<file path="config.mk">
export PLATFORM = sky130hd
export DESIGN_NAME = dcache_miss_ctrl_flat
export DESIGN_NICKNAME = d
export VERILOG_FILES = /design/src/rtl/dcache_miss_ctrl_if.sv /design/src/rtl/dcache_miss_ctrl.sv /design/src/flat_wrapper.sv
export SDC_FILE = /design/constraint.sdc
export NUM_CORES = 1
export LEC_CHECK = 0
export CORE_ASPECT_RATIO = 1.2
export CORE_MARGIN = 5
export CORE_UTILIZATION = 61
export DETAILED_ROUTE_END_ITERATION = 8
export PLACE_DENSITY_LB_ADDON = 0.2
export SLEW_MARGIN = 0
export SYNTH_ARGS = -nofsm -noshare
export SYNTH_HDL_FRONTEND = slang
export SYNTH_SLANG_ARGS = --single-unit
</file>
<file path="constraint.sdc">
create_clock -name clock -period 21.9 [get_ports clock]
set_clock_uncertainty 0.1 [all_clocks]
set_input_delay 4.38 -clock clock [delete_from_list [all_inputs] [get_ports clock]]
set_output_delay 4.38 -clock clock [all_outputs]
set_load 0.02 [all_outputs]
</file>
<file path="src/rtl/dcache_miss_ctrl_if.sv">
// dcache_miss_ctrl_if: miss-request, memory-bus, fill and writeback signals of the dcache miss controller
//   master: the controller; slave: pipeline, memory bus and data array around it
interface dcache_miss_ctrl_if #(parameter int TAG_W = 4) ();
  logic [1:0]        miss_valid;
  logic [1:0][31:0]  miss_addr;
  logic              miss_stall;
  logic [1:0]        proc2mem_command;
  logic [31:0]       proc2mem_addr;
  logic [63:0]       proc2mem_data;
  logic [TAG_W-1:0]  mem2proc_response;
  logic [63:0]       mem2proc_data;
  logic [TAG_W-1:0]  mem2proc_tag;
  logic              wr2_en;
  logic [4:0]        wr2_idx;
  logic [7:0]        wr2_tag;
  logic [63:0]       wr2_data;
  logic [7:0]        wr2_usebytes;
  logic              wr2_dirty;
  logic              need_write_mem;
  logic [63:0]       wb_mem_data;
  logic [31:0]       wb_mem_addr;
  logic              fill_valid;
  logic [31:0]       fill_addr;
  modport master (
    input  miss_valid, miss_addr, mem2proc_response, mem2proc_data, mem2proc_tag,
           need_write_mem, wb_mem_data, wb_mem_addr,
    output miss_stall, proc2mem_command, proc2mem_addr, proc2mem_data, wr2_en, wr2_idx,
           wr2_tag, wr2_data, wr2_usebytes, wr2_dirty, fill_valid, fill_addr
  );
  modport slave (
    output miss_valid, miss_addr, mem2proc_response, mem2proc_data, mem2proc_tag,
           need_write_mem, wb_mem_data, wb_mem_addr,
    input  miss_stall, proc2mem_command, proc2mem_addr, proc2mem_data, wr2_en, wr2_idx,
           wr2_tag, wr2_data, wr2_usebytes, wr2_dirty, fill_valid, fill_addr
  );
endinterface

</file>
<file path="src/rtl/dcache_miss_ctrl.sv">
// dcache_miss_ctrl: miss-status controller tracking DEPTH outstanding load-miss blocks for the dcache
//   clock, reset_n : clock and synchronous active-low reset
//   bus (master)   : miss requests/stall, memory command/response/tag, array fill (wr2_*), dirty eviction (wb_*)
//   DCACHE_MISS_MERGE_EN: when defined, misses to a block already tracked (or port 0's same-cycle block) allocate nothing
module dcache_miss_ctrl #(
  parameter int DEPTH = 8,
  parameter int TAG_W = 4
) (
  input logic                clock,
  input logic                reset_n,
  dcache_miss_ctrl_if.master bus
);
  localparam int IW = $clog2(DEPTH);
  typedef enum logic [1:0] {INVALID, PEND, INFL, READY} ent_t;
  ent_t             r_state [DEPTH];
  ent_t             w_state_nxt [DEPTH];
  logic [28:0]      r_blk [DEPTH];
  logic [TAG_W-1:0] r_tag [DEPTH];
  logic [63:0]      r_data [DEPTH];
  logic [IW-1:0]    r_q [DEPTH];
  logic [IW-1:0]    r_head;
  logic [IW:0]      r_cnt;
  logic             r_wb_v;
  logic [63:0]      r_wb_data;
  logic [28:0]      r_wb_blk;
  logic             r_stall;
  logic [DEPTH-1:0] w_free;
  logic [DEPTH-1:0] w_cap;
  logic             w_hit0, w_hit1, w_alloc0, w_alloc1;
  logic [IW-1:0]    w_idx0, w_idx1, w_fidx, w_head_idx, w_tail;
  logic             w_fill, w_ld_acc, w_st_acc;
  logic [IW:0]      w_nfree;
  logic [28:0]      w_fblk;
  logic             w_unused;
  assign w_unused   = ^{bus.miss_addr[0][2:0], bus.miss_addr[1][2:0], bus.wb_mem_addr[2:0]};
  assign w_head_idx = r_q[r_head];
  assign w_tail     = r_head + r_cnt[IW-1:0];
  assign w_ld_acc   = !r_wb_v && r_cnt != '0 && bus.mem2proc_response != '0;
  assign w_st_acc   = r_wb_v && bus.mem2proc_response != '0;
  // allocation: port 0 takes the lowest free entry, port 1 the lowest one left
  always_comb begin
    w_free = '0;
    w_hit0 = 1'b0;
    w_hit1 = 1'b0;
    w_idx0 = '0;
    w_idx1 = '0;
    for (int i = 0; i < DEPTH; i++) w_free[i] = r_state[i] == INVALID;
`ifdef DCACHE_MISS_MERGE_EN
    for (int i = 0; i < DEPTH; i++) begin
      w_hit0 = w_hit0 | (!w_free[i] && r_blk[i] == bus.miss_addr[0][31:3]);
      w_hit1 = w_hit1 | (!w_free[i] && r_blk[i] == bus.miss_addr[1][31:3]);
    end
    w_hit1 = w_hit1 | (bus.miss_valid[0] && bus.miss_addr[0][31:3] == bus.miss_addr[1][31:3]);
`endif
    w_alloc0 = bus.miss_valid[0] && !w_hit0;
    w_alloc1 = bus.miss_valid[1] && !w_hit1;
    for (int i = DEPTH - 1; i >= 0; i--) if (w_free[i]) w_idx0 = IW'(i);
    for (int i = DEPTH - 1; i >= 0; i--) if (w_free[i] && !(w_alloc0 && IW'(i) == w_idx0)) w_idx1 = IW'(i);
  end
  // fills stall while an eviction waits so the single wb buffer cannot overflow
  always_comb begin
    w_fill = 1'b0;
    w_fidx = '0;
    for (int i = DEPTH - 1; i >= 0; i--) if (r_state[i] == READY) begin
      w_fill = !r_wb_v;
      w_fidx = IW'(i);
    end
    w_fblk = r_blk[w_fidx];
  end
  always_comb begin
    w_cap   = '0;
    w_nfree = '0;
    for (int i = 0; i < DEPTH; i++) begin
      w_state_nxt[i] = r_state[i];
      w_cap[i] = r_state[i] == INFL && bus.mem2proc_tag != '0 && r_tag[i] == bus.mem2proc_tag;
      if (w_alloc0 && w_idx0 == IW'(i)) w_state_nxt[i] = PEND;
      if (w_alloc1 && w_idx1 == IW'(i)) w_state_nxt[i] = PEND;
      if (w_ld_acc && w_head_idx == IW'(i)) w_state_nxt[i] = INFL;
      if (w_cap[i]) w_state_nxt[i] = READY;
      if (w_fill && w_fidx == IW'(i)) w_state_nxt[i] = INVALID;
      w_nfree = w_nfree + (IW+1)'(w_state_nxt[i] == INVALID);
    end
  end
  always_comb begin
    bus.proc2mem_command = r_wb_v ? 2'd2 : r_cnt != '0 ? 2'd1 : 2'd0;
    bus.proc2mem_addr    = r_wb_v ? {r_wb_blk, 3'b0} : r_cnt != '0 ? {r_blk[w_head_idx], 3'b0} : 32'h0;
    bus.proc2mem_data    = r_wb_v ? r_wb_data : 64'h0;
    bus.wr2_en           = w_fill;
    bus.wr2_idx          = w_fill ? w_fblk[4:0] : 5'h0;
    bus.wr2_tag          = w_fill ? w_fblk[12:5] : 8'h0;
    bus.wr2_data         = w_fill ? r_data[w_fidx] : 64'h0;
    bus.wr2_usebytes     = w_fill ? 8'hFF : 8'h00;
    bus.wr2_dirty        = 1'b0;
    bus.fill_valid       = w_fill;
    bus.fill_addr        = w_fill ? {w_fblk, 3'b0} : 32'h0;
    bus.miss_stall       = r_stall;
  end
  always_ff @(posedge clock) begin
    if (!reset_n) begin
      for (int i = 0; i < DEPTH; i++) r_state[i] <= INVALID;
      r_head  <= '0;
      r_cnt   <= '0;
      r_wb_v  <= 1'b0;
      r_stall <= 1'b0;
    end else begin
      for (int i = 0; i < DEPTH; i++) r_state[i] <= w_state_nxt[i];
      r_head  <= r_head + IW'(w_ld_acc);
      r_cnt   <= r_cnt + (IW+1)'(w_alloc0) + (IW+1)'(w_alloc1) - (IW+1)'(w_ld_acc);
      r_wb_v  <= (r_wb_v && !w_st_acc) || (w_fill && bus.need_write_mem);
      r_stall <= w_nfree < (IW+1)'(2);
    end
  end
  // issue order queue: entry indices in allocation order, head is the oldest PEND entry
  always_ff @(posedge clock) begin
    if (w_alloc0) r_blk[w_idx0] <= bus.miss_addr[0][31:3];
    if (w_alloc1) r_blk[w_idx1] <= bus.miss_addr[1][31:3];
    if (w_alloc0) r_q[w_tail] <= w_idx0;
    if (w_alloc1) r_q[w_tail + IW'(w_alloc0)] <= w_idx1;
    if (w_ld_acc) r_tag[w_head_idx] <= bus.mem2proc_response;
    for (int i = 0; i < DEPTH; i++) if (w_cap[i]) r_data[i] <= bus.mem2proc_data;
    if (w_fill && bus.need_write_mem) begin
      r_wb_data <= bus.wb_mem_data;
      r_wb_blk  <= bus.wb_mem_addr[31:3];
    end
  end
endmodule

</file>
<file path="src/flat_wrapper.sv">
// flat-port wrapper written by rule: the top's interface ports become plain ports
module dcache_miss_ctrl_flat 
#(
  parameter int DEPTH = 8,
  parameter int TAG_W = 4
)
  (clock, reset_n, bus_miss_valid, bus_miss_addr, bus_mem2proc_response, bus_mem2proc_data, bus_mem2proc_tag, bus_need_write_mem, bus_wb_mem_data, bus_wb_mem_addr, bus_miss_stall, bus_proc2mem_command, bus_proc2mem_addr, bus_proc2mem_data, bus_wr2_en, bus_wr2_idx, bus_wr2_tag, bus_wr2_data, bus_wr2_usebytes, bus_wr2_dirty, bus_fill_valid, bus_fill_addr);
  dcache_miss_ctrl_if #(.TAG_W(TAG_W)) bus_i ();
  input logic clock;
  input logic reset_n;
  input wire logic [$bits(bus_i.miss_valid)-1:0] bus_miss_valid;
  input wire logic [$bits(bus_i.miss_addr)-1:0] bus_miss_addr;
  input wire logic [$bits(bus_i.mem2proc_response)-1:0] bus_mem2proc_response;
  input wire logic [$bits(bus_i.mem2proc_data)-1:0] bus_mem2proc_data;
  input wire logic [$bits(bus_i.mem2proc_tag)-1:0] bus_mem2proc_tag;
  input wire logic [$bits(bus_i.need_write_mem)-1:0] bus_need_write_mem;
  input wire logic [$bits(bus_i.wb_mem_data)-1:0] bus_wb_mem_data;
  input wire logic [$bits(bus_i.wb_mem_addr)-1:0] bus_wb_mem_addr;
  output wire logic [$bits(bus_i.miss_stall)-1:0] bus_miss_stall;
  output wire logic [$bits(bus_i.proc2mem_command)-1:0] bus_proc2mem_command;
  output wire logic [$bits(bus_i.proc2mem_addr)-1:0] bus_proc2mem_addr;
  output wire logic [$bits(bus_i.proc2mem_data)-1:0] bus_proc2mem_data;
  output wire logic [$bits(bus_i.wr2_en)-1:0] bus_wr2_en;
  output wire logic [$bits(bus_i.wr2_idx)-1:0] bus_wr2_idx;
  output wire logic [$bits(bus_i.wr2_tag)-1:0] bus_wr2_tag;
  output wire logic [$bits(bus_i.wr2_data)-1:0] bus_wr2_data;
  output wire logic [$bits(bus_i.wr2_usebytes)-1:0] bus_wr2_usebytes;
  output wire logic [$bits(bus_i.wr2_dirty)-1:0] bus_wr2_dirty;
  output wire logic [$bits(bus_i.fill_valid)-1:0] bus_fill_valid;
  output wire logic [$bits(bus_i.fill_addr)-1:0] bus_fill_addr;
  assign bus_i.miss_valid = bus_miss_valid;
  assign bus_i.miss_addr = bus_miss_addr;
  assign bus_i.mem2proc_response = bus_mem2proc_response;
  assign bus_i.mem2proc_data = bus_mem2proc_data;
  assign bus_i.mem2proc_tag = bus_mem2proc_tag;
  assign bus_i.need_write_mem = bus_need_write_mem;
  assign bus_i.wb_mem_data = bus_wb_mem_data;
  assign bus_i.wb_mem_addr = bus_wb_mem_addr;
  assign bus_miss_stall = bus_i.miss_stall;
  assign bus_proc2mem_command = bus_i.proc2mem_command;
  assign bus_proc2mem_addr = bus_i.proc2mem_addr;
  assign bus_proc2mem_data = bus_i.proc2mem_data;
  assign bus_wr2_en = bus_i.wr2_en;
  assign bus_wr2_idx = bus_i.wr2_idx;
  assign bus_wr2_tag = bus_i.wr2_tag;
  assign bus_wr2_data = bus_i.wr2_data;
  assign bus_wr2_usebytes = bus_i.wr2_usebytes;
  assign bus_wr2_dirty = bus_i.wr2_dirty;
  assign bus_fill_valid = bus_i.fill_valid;
  assign bus_fill_addr = bus_i.fill_addr;
  dcache_miss_ctrl #(.DEPTH(DEPTH), .TAG_W(TAG_W)) u_core (.clock(clock), .reset_n(reset_n), .bus(bus_i));
endmodule
</file>
# After elaboration in Yosys (flattened, before gate mapping)
# Memories as Yosys holds them, arrays and structs flattened. A register that Yosys moved wholly into a read port is not among the register bits.
# Cells that the tools add are included.
dict set report classes {
  addsub 13
  order_cmp 1
  n_eq_ne 59
  n_mux 115
  bitwise 8
  reduce_logical 102
}
# op count
set op_table {}
lappend op_table {{64-bit two-way mux} 2}
lappend op_table {{2-bit two-way mux} 49}
lappend op_table {{32-bit two-way mux} 3}
lappend op_table {{3-bit two-way mux} 25}
lappend op_table {{1-bit logical AND} 68}
lappend op_table {{3-bit equality test (second input constant)} 16}
lappend op_table {{1-bit two-way mux} 33}
lappend op_table {{4-bit by 1-bit adder with 4-bit output} 8}
lappend op_table {{2-bit equality test (second input constant)} 16}
lappend op_table {{4-bit equality test} 8}
lappend op_table {{2-bit logical NOT} 16}
lappend op_table {{3-bit by 2-bit equality test with 1-bit output (second input constant)} 8}
lappend op_table {{8-bit two-way mux} 2}
lappend op_table {{3-bit by 1-bit equality test with 1-bit output (second input constant)} 4}
lappend op_table {{3-bit equality test (first input constant)} 4}
lappend op_table {{3-bit logical NOT} 4}
lappend op_table {{4-bit nonzero test} 3}
lappend op_table {{1-bit logical NOT} 10}
lappend op_table {{1-bit bitwise OR} 8}
lappend op_table {{3-bit by 1-bit adder with 3-bit output} 2}
lappend op_table {{2-bit by 3-bit equality test with 1-bit output (first input constant)} 2}
lappend op_table {{5-bit two-way mux} 1}
lappend op_table {{4-bit by 2-bit less-than comparator with 1-bit output (second input constant)} 1}
lappend op_table {{4-bit by 1-bit subtractor with 4-bit output} 1}
lappend op_table {{4 further kinds} 4}
dict set report word_totals {
  register_bits 102
  ramBits 816
  inputBits 237
  mem_count 5
}
# memory depth word_bits rd rd_clocked_by_memory_dff wr line_no
set mem_list {}
lappend mem_list {u_core.r_data 8 64 1 0 8 dcache_miss_ctrl.sv:19} ;# logic [63:0] r_data [DEPTH];
lappend mem_list {u_core.r_blk 8 29 2 0 2 dcache_miss_ctrl.sv:17} ;# logic [28:0] r_blk [DEPTH];
lappend mem_list {u_core.r_tag 8 4 8 0 1 dcache_miss_ctrl.sv:18} ;# logic [TAG_W-1:0] r_tag [DEPTH];
lappend mem_list {u_core.r_q 8 3 1 1 2 dcache_miss_ctrl.sv:20} ;# logic [IW-1:0] r_q [DEPTH];
lappend mem_list {u_core.r_state 8 2 8 0 8 dcache_miss_ctrl.sv:15} ;# ent_t r_state [DEPTH];

# Longest topological paths before layout
# An unclocked memory read counts as a cell.
dict set report logic_depth {
  word_depth 37
  ltp_mapped 22
  ltp_nobuf 20
}

# Worst setup path after synthesis
# OpenSTA, ideal clock, no wires.
dict set report synth_timing {
  path_type {input to register}
  from {in bus_mem2proc_tag[2]}
  to {mem u_core.r_state[0][2] (netlist name)}
  arrival_time_ns 12.905
  path_slack_ns 8.811
  path_stages 5
  n_path_buf 1
  cell_sequence {buf_2 > nor4_1 > or4_1 > nor4b_1 > o221a_2}
}
# item line_no
set synth_rtl {}
lappend synth_rtl {{from (decl)} flat_wrapper.sv:15} ;# input wire logic [$bits(bus_i.mem2proc_tag)-1:0] bus_mem2proc_tag;
lappend synth_rtl {{to (decl)} dcache_miss_ctrl.sv:15}

==> flow_summary.json <==
{
  "initial_utilization_pct": 61.51,
  "port_buffers": 439,
  "htree_num_levels": 3,
  "setup_total_negative_slack_ps": 0,
  "nets": 3506,
  "max-slew-margin-rel_pct": 16.93,
  "post-route-period-util_pct": 45.54,
  "post_synth_num_cell_types": 70,
  "clock_root_buffer": "clkbuf_16",
  "grt_antenna_before_repair": 19,
  "hpwl_microns": 66220,
  "min_delay_worst_endpoint": "u_core.r_state[0][13]",
  "critical_path.max_fanout": 110,
  "routed_via_density": 6.316,
  "overflow": 0,
  "reg2reg_depth": 19,
  "p_per_area_nw_per_um2": 123.8,
  "fmax_mhz": 100.3,
  "outcome": "completed",
  "setup.worst_path.end_class": "primary output",
  "area_of_the_multi_input_gates_sq_um": 13690,
  "static-leakage-power_nw": 16.51,
  "worst-slew-pin-transition_ps": 1235,
  "cts_resized": 0,
  "synth-async-reset-ratio_pct": 0,
  "clockBufferDepth": 3,
  "largest_net_degree_at_the_start_of_global_routing": 118,
  "reg2reg_slack_ps": 15220,
  "area.sequential_sq_um": 27320,
  "cts_buffers": 90,
  "drv.max_cap_violation_count": 0,
  "tritoncts": "yes",
  "drt_first_pass_iters": 9,
  "gp_congestion": 0.9073,
  "synth.area.top_cells": "edfxtp_1 64%, mux2_2 8.5%, mux2i_1 7.1%",
  "synth_top_flop_cell": "edfxtp_1",
  "detail_route.iter0.violations": 2421,
  "vias": 26810,
  "total_number_of_yosys_warnings": 0,
  "nFillCells": 4316,
  "layout-area-overhead-vs-synth_pct": 18.94,
  "synth_seq_area_share_pct": 65.01,
  "min_path_type": "flip-flop to flip-flop",
  "worst_endpoint_data_arrival_time_ps": 5490,
  "finalSetupViolations": 0,
  "wl_per_cell_microns": 26.33,
  "cts_hold_repair.buffers": 0,
  "rsz0062_at_grt": "false",
  "post_synth_inst_count": 2887,
  "synth_top_cell_area_share_pct": 63.82,
  "worstHoldPathCells": 2,
  "finalHoldViolCount": 0,
  "rows": 105,
  "post_synth_instance_area_sq_um": 42020,
  "final_antenna_net_count": 0,
  "core_area_sq_um": 68320,
  "grt.total_usage_pct": 29.16,
  "place.detailed.instances": 4067,
  "peak_supply_drop_v": 0.0001167,
  "synthDominantAreaCellType": "edfxtp_1",
  "final.min_clock_period_ps": 9974,
  "layout-drive-gt1-share_pct": 18.15,
  "drc_errors": 0,
  "synthesis.area_per_instance_sq_um": 14.56,
  "synth_seq_cells": 918,
  "route.final.wire_length_microns": 111800,
  "design.die.area_sq_um": 74260,
  "r2r_start": "u_core.r_head[0]",
  "clkLatencyLatePin_ps": 650,
  "critPathRequiredTime_ps": 17420,
  "number_of_global_route_vias_before_repair": 28170,
  "final_cells": 4245,
  "crit_type": "flip-flop to primary output",
  "tritoncts_num_sinks": 918,
  "die_x_microns": 249.6,
  "top_level_ports": 456,
  "worstReg2RegEnd": "u_core.bus.miss_stall",
  "postCtsSetupRepairBufs": 0,
  "clk_pin_slew_ps": 60,
  "synth-edff-count": 893,
  "hold_start": "u_core.r_state[0][13]",
  "grt_first_pass_wirelength_microns": 167400,
  "drv_slew": 0,
  "dieHeight_microns": 297.5,
  "crit_path_start_kind": "flip-flop"
}
## where the power goes
part	switching [mW]	internal (mW)
Sequential	0.104	2.20
Clock	0.656	0.834
Combinational	1.47	0.925
Total	2.23	3.96
## Yosys cell counts, types with 5 or more instances
library cell and n:
a22o_1 5, nor2_1 45, fa_1 6, a222oi_1 24, mux2i_1 300, nand2_1 207
mux2_4 10, o21ai_1 7, o31ai_1 5, nand2b_1 7, nor3_1 14, edfxtp_1 893
o211ai_1 9, a21oi_1 117, nor4_1 8, xnor2_1 9, dfxtp_1 25, a31oi_1 54
or4_1 5, xor2_1 30, buf_1 25, mux2_2 317, buf_4 34, inv_1 47
ha_1 13, mux4_2 6, a21o_1 5, o221a_2 47, buf_2 53, clkbuf_1 109
a221oi_1 44, nand3_1 27, and2_1 124, o22ai_1 5, o21ai_0 127, or2_2 10
a211oi_1 48, or3_1 5, o31a_1 5
## cell type report
| cell class | count | share of cell area [%] |
|---|---|---|
| Multi-Input combinational cell | 1703 | 27.39 |
| Inverter | 47 | 0.3530 |
| Sequential cell | 918 | 54.66 |
| Clock buffer | 108 | 4.661 |
| Tap cell | 909 | 2.276 |
| Clock inverter | 51 | 0.9763 |
| Timing Repair Buffer | 490 | 9.583 |
| Antenna cell | 19 | 0.09513 |
## per-stage QoR
step | power, mW | area [sq um] | worst slack, ps | hold WS (ps) | util, %
global placement | 4.644 | 47110 | 11870 | 433.2 | 68.97
floorplan | 3.817 | 42040 | 8811 | 379.9 | -
detailed placement | 4.713 | 47110 | 11850 | 436.5 | 68.97
CTS | 6.196 | 49930 | 11940 | 455.1 | 73.09
finish | 6.189 | 49980 | 11930 | 469.7 | 73.16
global route | 6.467 | 49960 | 11690 | 474.0 | 73.14
## sequential cells by signal, indices dropped and copies added (netlist names)
signal and cells:
u_core.r_tag 32, u_core.r_wb_v 1, u_core.r_q 24, u_core.r_data 512
u_core.r_wb_blk 29, u_core.r_state 16, u_core.r_blk 232, u_core.r_head 3
u_core.bus.miss_stall 1, u_core.r_cnt 4, u_core.r_wb_data 64
## metal layers
metal  wire, microns  global-route usage, %  vias up
met4            4456                  12.95        2
li1                -                      -    11920
met3            9008                  5.885      287
met2           57850                  51.76     1263
met1           40430                  34.49    13340
met5              20                      0        -
## placed cells by master (no fill, tap or decap), types with 7 or more instances in the layout
master             n
buf_4             50
nor3_1            14
o221a_2           47
nand2b_1           7
xnor2_1            9
o211ai_1           9
clkinv_2          17
inv_1             44
conb_1             7
ha_1              13
nand3_1           26
clkdlybuf4s50_1  439
nor2_1            43
and2_1           123
xor2_1            30
mux2i_1          297
a211oi_1          48
edfxtp_1         893
a31oi_1           54
mux2_4            10
diode_2           19
or2_2              9
a222oi_1          24
mux2_2           317
clkinv_1          17
dfxtp_1           24
clkbuf_16         90
clkbuf_1          17
a221oi_1          44
nor4_1             7
o21ai_0          125
nand2_1          204
a21oi_1          115
## how the worst max path moves through the flow
stage | depth (start not counted) | slack (ps) | endpoint | from
2_1_floorplan | 5 | 8810 | u_core.r_state[0][2] | bus_mem2proc_tag[2]
3_5_place_dp | 20 | 11850 | u_core.bus.miss_stall | bus_miss_valid[0]
4_1_cts | 9 | 11940 | bus_wr2_idx[4] | u_core.r_state[0][0]
5_1_grt | 9 | 11690 | bus_wr2_idx[4] | u_core.r_state[0][0]
3_3_place_gp | 20 | 11870 | u_core.bus.miss_stall | bus_miss_valid[0]
6_report | 9 | 11930 | bus_wr2_idx[4] | u_core.r_state[0][0]
## cells by family after synthesis
kind of cell,count (synthesis),synth area share [%]
simple gates,469,5.416
compound gates,532,8.686
xor+xnor,39,0.8129
fa+ha+maj,19,0.6730
flops,918,65.01
other cells,1,0.008924
buf+inv,272,2.969
mux,637,16.43
## worst max-delay path: stages, from the launching register on
cell	delay (ps)
dfxtp_1	410
nand2_1	220
and2_1	310
o21a_4	160
buf_4	840
nand2_2	760
buf_4	500
o221a_2	330
a221oi_1	560
clkdlybuf4s50_1	740
(Power assumes the default switching activity.)
==> variant: new RTL, same flow settings <==
Make the reset (`reset_n`) asynchronous in one clocked block. Comments in the files are not updated.
--- a/src/rtl/dcache_miss_ctrl.sv
+++ b/src/rtl/dcache_miss_ctrl.sv
@@ -95,7 +95,7 @@
     bus.fill_addr        = w_fill ? {w_fblk, 3'b0} : 32'h0;
     bus.miss_stall       = r_stall;
   end
-  always_ff @(posedge clock) begin
+  always_ff @(posedge clock or negedge reset_n) begin
     if (!reset_n) begin
       for (int i = 0; i < DEPTH; i++) r_state[i] <= INVALID;
       r_head  <= '0;
Formal check against the unedited RTL: differs if reset_n is asserted again (counterexample within 4 cycles, from zero or initial values and one cycle with reset_n low); with reset_n held inactive, the same outputs for 4 cycles.
==> variant against the original RTL <==
  * Cell area about the same
  * Worst setup slack lost 10 ps
  * Via count is 2.4% higher
  * Register-to-register slack improved by 400 ps
  * Area after synthesis is 0.12% lower
  * Critical endpoint is now u_core.bus.miss_stall
  * Sequential cell count stayed put
  * Synthesized cell count shrank 1.9%
  * Routed wire length up 0.72%
  * Core utilization about the same
  * Worst hold slack gained 43 ps
Power is not shown: default switching activity piles up to over one toggle a cycle in this logic, so the estimate is an artifact.
==> variant: results <==
[run_status]
outcome = "finished clean"

[route]
drt_iter0_drc = 2517
wl_met3_mm = 10.61
met2_wirelength_mm = 56.88
drt_wl_total_mm = 112.6
top_layer_used = "met5"
vias_per_cell = 6.558
drt-met1-wl_mm = 41.83
vias = 27450

[worst_setup_path]
cp_max_fo = 31
reg2reg_depth = 19
crit_arrival_ps = 10450
cp-startpoint = "bus_miss_valid[0]"
rrSetupSlack_ps = 15620
crit_end = "u_core.bus.miss_stall"
r2r_end = "u_core.bus.miss_stall"
cp_slowest_cell = "clkdlybuf4s50_1"
cp_top_family = "compound AO/OA/AOI/OAI gates"
rr_startpoint = "u_core.r_head[1]"

[global_route]
grt_max_degree = 101
use_met2_pct = 50.11
gr-usage-met3_pct = 5.693
grt_pass1_vias = 27950
antenna_found_initial = 17
grt_pass1_wl_mm = 167.7
grt_use_total_pct = 29.09
gr-usage-met1_pct = 37.45

[timing]
post-route-period-util_pct = 45.59
relSlewSlack_pct = 18.00
hold_ws_ps = 512.5

[place]
place_congestion = 0.8774
dp_slack_ps = 11400
place_inst = 4015
dpl_cell_area_um2 = 47070
hpwl_mm = 63.74

[final_layout]
reg.largest.list = "u_core.r_data: 512 flops, u_core.r_blk: 232 flops, u_core.r_wb_data: 64 flops"
nNetsFinal = 3452
drive_above_1_share_pct = 23.55

[worst_hold_path]
hold_path_end = "u_core.r_cnt[0]"
hp-start = "u_core.r_cnt[0]"
hold_depth = 1

[synthesis]
yosysWarnings = 0
synth_area_leaders = "edfxtp_1 64%, mux2_2 9.7%, o221a_2 3.5%"
yosys.cell_types.count = 69
ys_seq_area_share_pct = 65.38
syn_inst = 2831
synth_common_cells = "893 x edfxtp_1, 362 x mux2_2, 154 x nand2_1"
synthArstFlopShare_pct = 2.723

[cts]
path_clk_slew_ps = 60
clockRootBuffer = "clkbuf_16"
cts_buffers = 88
[variant: changes by cell type after synthesis, moves of 32 or more]
cell      unedited run  this run
o221a_2             47       130
nor2_1              45       143
clkbuf_1           109       141
mux2_2             317       362
mux2_4              10        55
a221oi_1            44         0
a21oi_1            117        13
mux2i_1            300        23
a22oi_1              2        65
o21ai_0            127        76
o221ai_1             0        88
inv_1               47       107
nand2_1            207       154
[variant: area by class of cell]
cell class	count	area (um2)
sequential	918	27440
clock buffer	114	2340
multi-input combinational	1591	13310
fill	4271	18330
clock inverter	49	559.3
antenna	8	20.02
timing repair buffer	490	4777
inverter	107	401.6
tap	909	1137
[variant: cell families after synthesis]
| logic type | after synthesis | share of synthesized area (%) |
|---|---|---|
| compound gates | 606 | 11.78 |
| flops | 918 | 65.38 |
| simple gates | 467 | 5.187 |
| xor+xnor | 40 | 0.8347 |
| mux | 449 | 12.63 |
| other cells | 1 | 0.008935 |
| buf+inv | 328 | 3.425 |
| fa+ha+maj | 22 | 0.7483 |
